File: config.mk
export PLATFORM = sky130hd
export DESIGN_NAME = popcount_dot_accumulator
export DESIGN_NICKNAME = d
export VERILOG_FILES = /design/src/rtl/popcount_dot_accumulator.sv
export SDC_FILE = /design/constraint.sdc
export NUM_CORES = 1
export LEC_CHECK = 0
export CAP_MARGIN = 40
export CORE_MARGIN = 2
export CORE_UTILIZATION = 35
export CTS_CLUSTER_SIZE = 20
export DETAILED_ROUTE_END_ITERATION = 16
export GPL_ROUTABILITY_DRIVEN = 0
export SYNTH_ARGS = -nofsm -noshare
export SYNTH_HDL_FRONTEND = slang
export SYNTH_SLANG_ARGS = --single-unit
File: constraint.sdc
create_clock -name clk -period 3.2 [get_ports clk]
set_input_delay 0.64 -clock clk [delete_from_list [all_inputs] [get_ports clk]]
set_output_delay 0.64 -clock clk [all_outputs]
set_load 0.01 [all_outputs]
File: src/rtl/popcount_dot_accumulator.sv
// Accumulates per-word XNOR popcounts over a group closed by in_last (or MAX_WORDS)
// and emits the group's signed binary dot product (2*sum - BITS*words) through a one-slot output.
module popcount_dot_accumulator #(
   parameter int POP_W     = 7,
   parameter int BITS      = 64,
   parameter int MAX_WORDS = 256,
   parameter int SUM_W     = 16,
   parameter int CNT_W     = 9
) (
   input  logic               clk,
   input  logic               rst,
   input  logic               in_valid,
   output logic               in_ready,
   input  logic [POP_W-1:0]   in_pop,
   input  logic               in_last,
   output logic               out_valid,
   input  logic               out_ready,
   output logic [SUM_W+1:0]   out_dot,
   output logic [CNT_W-1:0]   out_words,
   output logic               out_err,
   output logic               dbg_state_o
);

   // Handshake: a word transfers on a rising edge where in_valid & in_ready;
   // a result transfers on a rising edge where out_valid & out_ready.
   typedef enum logic {
      ST_IDLE  = 1'b0,
      ST_ACCUM = 1'b1
   } state_e;

   state_e             state_q, state_d;
   logic [SUM_W-1:0]   sum_q, sum_d;
   logic [CNT_W-1:0]   cnt_q, cnt_d;
   logic               out_valid_q, out_valid_d;
   logic [SUM_W+1:0]   out_dot_q, out_dot_d;
   logic [CNT_W-1:0]   out_words_q, out_words_d;
   logic               out_err_q, out_err_d;

   logic               accept;
   logic               closing;
   logic [SUM_W-1:0]   grp_sum;
   logic [CNT_W-1:0]   grp_cnt;
   logic [SUM_W+1:0]   bias;

   assign accept  = in_valid & in_ready;
   assign grp_sum = sum_q + SUM_W'(in_pop);
   assign grp_cnt = cnt_q + CNT_W'(1);
   assign closing = in_last | (grp_cnt == CNT_W'(MAX_WORDS));
   assign bias    = (SUM_W+2)'(BITS) * (SUM_W+2)'(grp_cnt);

   // State register
   always_ff @(posedge clk or posedge rst) begin
      if (rst) state_q <= ST_IDLE;
      else     state_q <= state_d;
   end

   // Next-state logic
   always_comb begin
      state_d = state_q;
      if (accept) begin
         if (closing) state_d = ST_IDLE;
         else         state_d = ST_ACCUM;
      end
   end

   // FSM outputs
   always_comb begin
      in_ready    = ~out_valid_q | out_ready;
      dbg_state_o = state_q;
   end

   // Datapath next state
   always_comb begin
      sum_d       = sum_q;
      cnt_d       = cnt_q;
      out_valid_d = out_valid_q;
      out_dot_d   = out_dot_q;
      out_words_d = out_words_q;
      out_err_d   = out_err_q;
      if (out_valid_q & out_ready) out_valid_d = 1'b0;
      if (accept) begin
         if (closing) begin
            // Sum is unsigned, so zero-extend before doubling into the signed result.
            out_dot_d   = {1'b0, grp_sum, 1'b0} - bias;
            out_words_d = grp_cnt;
            out_err_d   = ~in_last;
            out_valid_d = 1'b1;
            sum_d       = '0;
            cnt_d       = '0;
         end else begin
            sum_d = grp_sum;
            cnt_d = grp_cnt;
         end
      end
   end

   always_ff @(posedge clk or posedge rst) begin
      if (rst) begin
         sum_q       <= '0;
         cnt_q       <= '0;
         out_valid_q <= 1'b0;
         out_dot_q   <= '0;
         out_words_q <= '0;
         out_err_q   <= 1'b0;
      end else begin
         sum_q       <= sum_d;
         cnt_q       <= cnt_d;
         out_valid_q <= out_valid_d;
         out_dot_q   <= out_dot_d;
         out_words_q <= out_words_d;
         out_err_q   <= out_err_d;
      end
   end

   assign out_valid = out_valid_q;
   assign out_dot   = out_dot_q;
   assign out_words = out_words_q;
   assign out_err   = out_err_q;

endmodule
Yosys cells after proc, flatten, opt, wreduce, memory -nomap -nowiden
Cells that the tools add are included.
- $add $sub $neg: 3
- equality and inequality tests: 1
- muxes and demuxes: 6
- bitwise logic cells: 6
- reductions and logical operators: 1
- operators with widths (kind ; number):
    $sub A17 B15 Y18 ; 1
    $add A16 B7 Y16 ; 1
    $mux W16 ; 1
    $add A9 B1 Y9 const B ; 1
    $eq A9 B9 Y1 const B ; 1
    $mux W9 ; 1
    $mux W1 ; 4
    $and A1 B1 Y1 ; 2
    $not A1 Y1 ; 2
    $or A1 B1 Y1 ; 2
    $reduce_and A2 Y1 ; 1
- flip-flop bits (word level): 55
- input bits: 12
- output and inout port bits: 31
- logic and storage cells: 24

Logic depth before layout (Yosys ltp)
- depth in word-level cells: 5
- gate-level depth with buffers: 16
- mapped depth without buffers: 16

Worst setup path after synthesis
OpenSTA, ideal clock, no wires.
- path type: input-to-reg
- start: in in_pop[0]
- end: reg out_dot_q[16] (netlist: out_dot[16])
- setup time: 82 ps
- data arrival time: 3637 ps
- required time: 3118 ps
- setup slack: -519 ps
- stages on the path: 16
- path buffers: 0
- cells stage by stage: ha_1 inv_1 fa_1 nor2b_1 o31a_1 o21ai_0 nand2b_1 xnor2_1 inv_1 fa_1 nand3_1 a21oi_1 o31ai_1 a21boi_0 or4_1 a31oi_1
- word-level cells in the longest chain between the ends: 2
- ends and longest elaborated chain (element ; RTL line ; text):
    start, declared ; 14 ; input logic [POP_W-1:0] in_pop,
    $add A16 B7 Y16 ; 46 ; assign grp_sum = sum_q + SUM_W'(in_pop);
    $sub A17 B15 Y18 ; 84 ; out_dot_d = {1'b0, grp_sum, 1'b0} - bias;
    end signal, assigned ; 109 ; out_dot_q <= out_dot_d;
    end, declared ; 35 ; logic [SUM_W+1:0] out_dot_q, out_dot_d;
Every way passes these cells.
A chain may end at the register's enable or synchronous reset.

Final worst setup path
- start: reg sum_q[0]
- end: reg out_dot_q[16] (netlist: out_dot[16])
- word-level cells in the longest chain between the ends: 2
- ends and longest elaborated chain (element ; RTL line ; text):
    start, declared ; 32 ; logic [SUM_W-1:0] sum_q, sum_d;
    start signal, assigned ; 106 ; sum_q <= sum_d;
    $add A16 B7 Y16 ; 46 ;
    $sub A17 B15 Y18 ; 84 ;
Every way passes these cells.

==> parameters.txt <==
Parameter                              Value

Cells and area
  Post-route design area ... 4590 sq um
  Number of nets at the end of the flow ... 470
  Count of non-filler cells in the finished layout ... 548
  Synth-to-Final Area Change ... 40.5%
  Fraction of layout instances using a drive strength above 1 ... 0.302
  Ant. Diodes ... 0

Synthesis
  Multiplexer fraction of the synthesized cell area ... 0.0666
  Parity-gate share of the synthesized area counting xor and xnor cells ... 0.0670
  Compound-gate portion of the synthesized area ... 0.184
  Synthesized area ... 3270 sq um
  Synth Warn # ... 0
  Combinational family with the most area after synthesis ... compound AO/OA/AOI/OAI gates
  Netlist cell types ... 45
  Post-synthesis average cell area ... 9.50 sq um
  Post-synth net total ... 377
  Total of flip-flops plus latches after synthesis ... 54
  Main flop type after synthesis ... sky130_fd_sc_hd__dfrtp_1
  Ys async rst share ... 1.00
  Cell taking the most area after synthesis ... sky130_fd_sc_hd__dfrtp_1
  Top cells by area, synth ... sky130_fd_sc_hd__dfrtp_1 41%, sky130_fd_sc_hd__ha_1 7.3%, sky130_fd_sc_hd__mux2_2 4.8%
  Synth top area share ... 0.414
  Basic-gate share of the synthesized area counting and, or, nand and nor cells ... 0.141
  Count of mapped cells out of synthesis ... 344
  Sequential share of the synthesized area ... 0.414
  Count of flip-flops with a built-in enable after synthesis ... 0
  Arithmetic-cell share of the synthesized area counting full adders, half adders and majority gates ... 0.0850

GRT
  Wire length of the first global-routing pass ... 14.4 mm
  Met2 track utilization from global routing ... 0.297
  GRT Max-Usage Layer ... met2
  Vias in the first global route ... 2,959
  Global routing met1 resource utilization ... 0.236
  Pin count of the biggest net entering global routing ... 33
  Overall fraction of global-route tracks in use ... 0.180
  Remaining Overflow, GRT ... 0
  Number of antenna violations at the first check in global routing ... 0
  Met3 capacity usage during global routing ... 0.0264

Setup path
  Register-to-register setup slack ... -0.18 ns
  Launch point of the worst reg-to-reg path ... sum_q[0]$_DFFE_PP0P_
  Cell type group with the largest total delay on the critical path ... simple AND/OR/NAND/NOR gates
  Largest fanout on the critical path ... 4
  Worst Reg-to-Reg Cells ... 15
  Worst path bufs/invs ... 1
  Sort of element at the start of the critical path ... flop
  Path type of the worst setup path ... flop to flop
  CP max stage cell ... sky130_fd_sc_hd__dfrtp_1
  Worst R2R End ... out_dot[16]$_DFFE_PP0P_
  Ordered cell list for the critical path ... ha_4 -> inv_2 -> fa_2 -> nor2b_2 -> o31a_1 -> o211ai_1 -> nor2_1 -> xor2_1 -> ha_1 -> nand3_2 -> nand2_2 -> o31ai_4 -> a21boi_2 -> or4_1 -> a31oi_1
  Required time reported for the critical path endpoint ... 3.44 ns
  Highest cell delay on the worst timing path ... 0.40 ns
  Signal arrival time at the worst endpoint ... 3.61 ns
  Element type at the critical path end ... flop

Min path
  Worst Hold Path EP ... sum_q[5]$_DFFE_PP0P_
  Tightest Hold Check Type ... flop to flop
  Worst hold path stage count ... 2
  Launch point of the worst hold path ... sum_q[5]$_DFFE_PP0P_

Pwr
  Power density of the placed cells ... 810 nW/um^2
  Static Leakage ... 2.01 nW
  Max IR drop VDD ... 0.584 mV
  Total power of the final layout ... 3.72 mW

Run status
  Run status ... complete, but fails checks
  Violations in the final reports ... negative setup slack

Floorplanning
  Horizontal extent of the die ... 101 um
  Number of top-level design ports ... 43
  Placement Rows ... 35
  Core region area ... 9150 sq um
  Effective utilization at floorplan ... 0.357
  Vertical extent of the die ... 101 um
  Total Die Area ... 10,100 sq um

Clock tree
  Clock slew at the register clock pins of the worst setup and hold paths ... 0.10 ns
  Clock H-tree levels ... 2
  Clock tree from TritonCTS ... built
  TritonCTS Sinks ... 54
  Clock latency on the worst-skew pair ... 0.31 ns
  Post-cts hold buffer count ... 0
  CTS Root Buffer Type ... sky130_fd_sc_hd__clkbuf_8
  Clock Tree Buf Depth ... 2
  Cts bufs inserted ... 5

Placement
  Worst slack at placement ... -0.966 ns
  Placed Area ... 4130 sq um
  Number of buffer cells added on primary ports ... 41
  Detail Placement HPWL ... 6.12 mm
  Number of placed cells counting well taps ... 522

Detailed routing
  Number of design-rule violations left by the first detailed-router iteration ... 150
  DRC Markers ... 0
  Routed WL per cell ... 15.9 um
  DR pass1 iterations ... 4
  DR vias ... 2,912
  Total Routed Length ... 8.73 mm
  Via density per instance ... 5.31
  Antenna violation net count after detailed routing ... 0

Run
  MaxCap Viol Count ... 0

Timing
  Setup repair after global routing missed its margin ... yes
  Smallest hold slack ... 0.506 ns
  Final count of pins violating max slew ... 0
  Shortest clock period the worst path allows after layout ... 3.38 ns
  Setup clock skew after layout ... 0.0125 ns
  Transition time of the tightest slew-check pin ... 0.599 ns
  Ratio of final minimum period to clock period ... 1.06
  Peak Freq ... 0.296 GHz
  Final Hold Violating Endpoints ... 0
  Final setup violation count ... 6
  Least setup slack across all paths after layout ... -0.176 ns
  Relative slew margins ... 0.598
-- stage by stage --
stage          utilization  TNS [ns]
2_1_floorplan            -    -0.815
3_3_place_gp         0.451     -7.19
3_5_place_dp         0.451     -7.91
4_1_cts              0.481    -0.797
5_1_grt              0.501     -1.45
6_report             0.501    -0.598
-- tightest hold or removal path, delay by kind of cell, from the launching register on --
family	cells	cell delay, ns
compound gates	1	0.05
flops	1	0.37
simple gates	1	0.05
-- timing repair --
item,in CTS,in global routing
setup endpoints to repair,9,8
gates resized for setup,48,20
buffers inserted,11,11
pin swaps,35,25
-- cells by family after synthesis --
group | count (synthesis)
AO/OA/AOI/OAI | 93
flip-flops | 54
XOR/XNOR | 25
adder cells (fa/ha/maj) | 21
AND/OR/NAND/NOR | 97
multiplexers | 20
buffers and inverters | 33
other | 1
-- cell type report --
type / count / area, sq um
fillers: 834 / 4560
inverters: 18 / 67.6
well taps: 111 / 139
flip-flops and latches: 54 / 1350
clock buffers: 7 / 76.3
multi-input cells: 257 / 2070
repair buffers: 101 / 883
-- flip-flops by register name, summed over array words and instances (netlist names) --
| name | cells |
|---|---|
| sum_q | 16 |
| dbg_state_o | 1 |
| out_words | 9 |
| cnt_q | 9 |
| out_valid | 1 |
| out_err | 1 |
| out_dot | 17 |
-- cell usage after synthesis, types with 3 or more instances --
master / n
sky130_fd_sc_hd__ha_1: 19
sky130_fd_sc_hd__clkbuf_1: 9
sky130_fd_sc_hd__xor2_1: 11
sky130_fd_sc_hd__o21ai_0: 21
sky130_fd_sc_hd__buf_2: 4
sky130_fd_sc_hd__xnor2_1: 14
sky130_fd_sc_hd__o31ai_1: 8
sky130_fd_sc_hd__nor2b_1: 3
sky130_fd_sc_hd__nand2b_1: 5
sky130_fd_sc_hd__a211oi_1: 3
sky130_fd_sc_hd__o21a_1: 3
sky130_fd_sc_hd__nor2_1: 13
sky130_fd_sc_hd__mux2i_1: 6
sky130_fd_sc_hd__or3_1: 3
sky130_fd_sc_hd__nand2_1: 39
sky130_fd_sc_hd__nand3_1: 11
sky130_fd_sc_hd__a31oi_1: 3
sky130_fd_sc_hd__nor3_1: 10
sky130_fd_sc_hd__a21oi_1: 31
sky130_fd_sc_hd__mux2_2: 14
sky130_fd_sc_hd__inv_1: 18
sky130_fd_sc_hd__a22o_1: 6
sky130_fd_sc_hd__and2_1: 5
sky130_fd_sc_hd__a21o_1: 5
sky130_fd_sc_hd__dfrtp_1: 54
-- metal layers --
metal  wire length, um  vias up
met5                 0        -
met4               306        0
met3               243       25
met2              4190       72
met1              4000     1407
li1                  -     1408
-- power by group --
| part | internal, mW | switching [mW] | total, mW |
|---|---|---|---|
| Sequential | 0.865 | 0.135 | 1.00 |
| Combinational | 1.32 | 1.01 | 2.33 |
| Clock | 0.152 | 0.231 | 0.383 |
-- cell usage in the layout, fill, tap and decap left out, types with 11 or more instances in the layout --
cell type | synthesis | routed
sky130_fd_sc_hd__a21oi_1 | 31 | 25
sky130_fd_sc_hd__buf_4 | 2 | 56
sky130_fd_sc_hd__clkdlybuf4s50_1 | 0 | 34
sky130_fd_sc_hd__dfrtp_1 | 54 | 54
sky130_fd_sc_hd__inv_1 | 18 | 14
sky130_fd_sc_hd__nand2_1 | 39 | 36
sky130_fd_sc_hd__nor2_1 | 13 | 13
sky130_fd_sc_hd__o21ai_0 | 21 | 19
sky130_fd_sc_hd__xnor2_1 | 14 | 13
sky130_fd_sc_hd__xor2_1 | 11 | 11
-- how the worst max path moves through the flow --
stage | slack [ns] | cells after the start | end | start
2_1_floorplan | -0.28 | 15 | out_dot[16]$_DFFE_PP0P_ | in_pop[0]
3_3_place_gp | -0.90 | 16 | out_dot[16]$_DFFE_PP0P_ | in_pop[0]
3_5_place_dp | -0.97 | 15 | out_dot[17]$_DFFE_PP0P_ | in_pop[0]
4_1_cts | -0.21 | 15 | out_dot[16]$_DFFE_PP0P_ | sum_q[0]$_DFFE_PP0P_
5_1_grt | -0.34 | 17 | out_dot[16]$_DFFE_PP0P_ | sum_q[0]$_DFFE_PP0P_
6_report | -0.18 | 15 | out_dot[16]$_DFFE_PP0P_ | sum_q[0]$_DFFE_PP0P_
(Power assumes the default switching activity.)
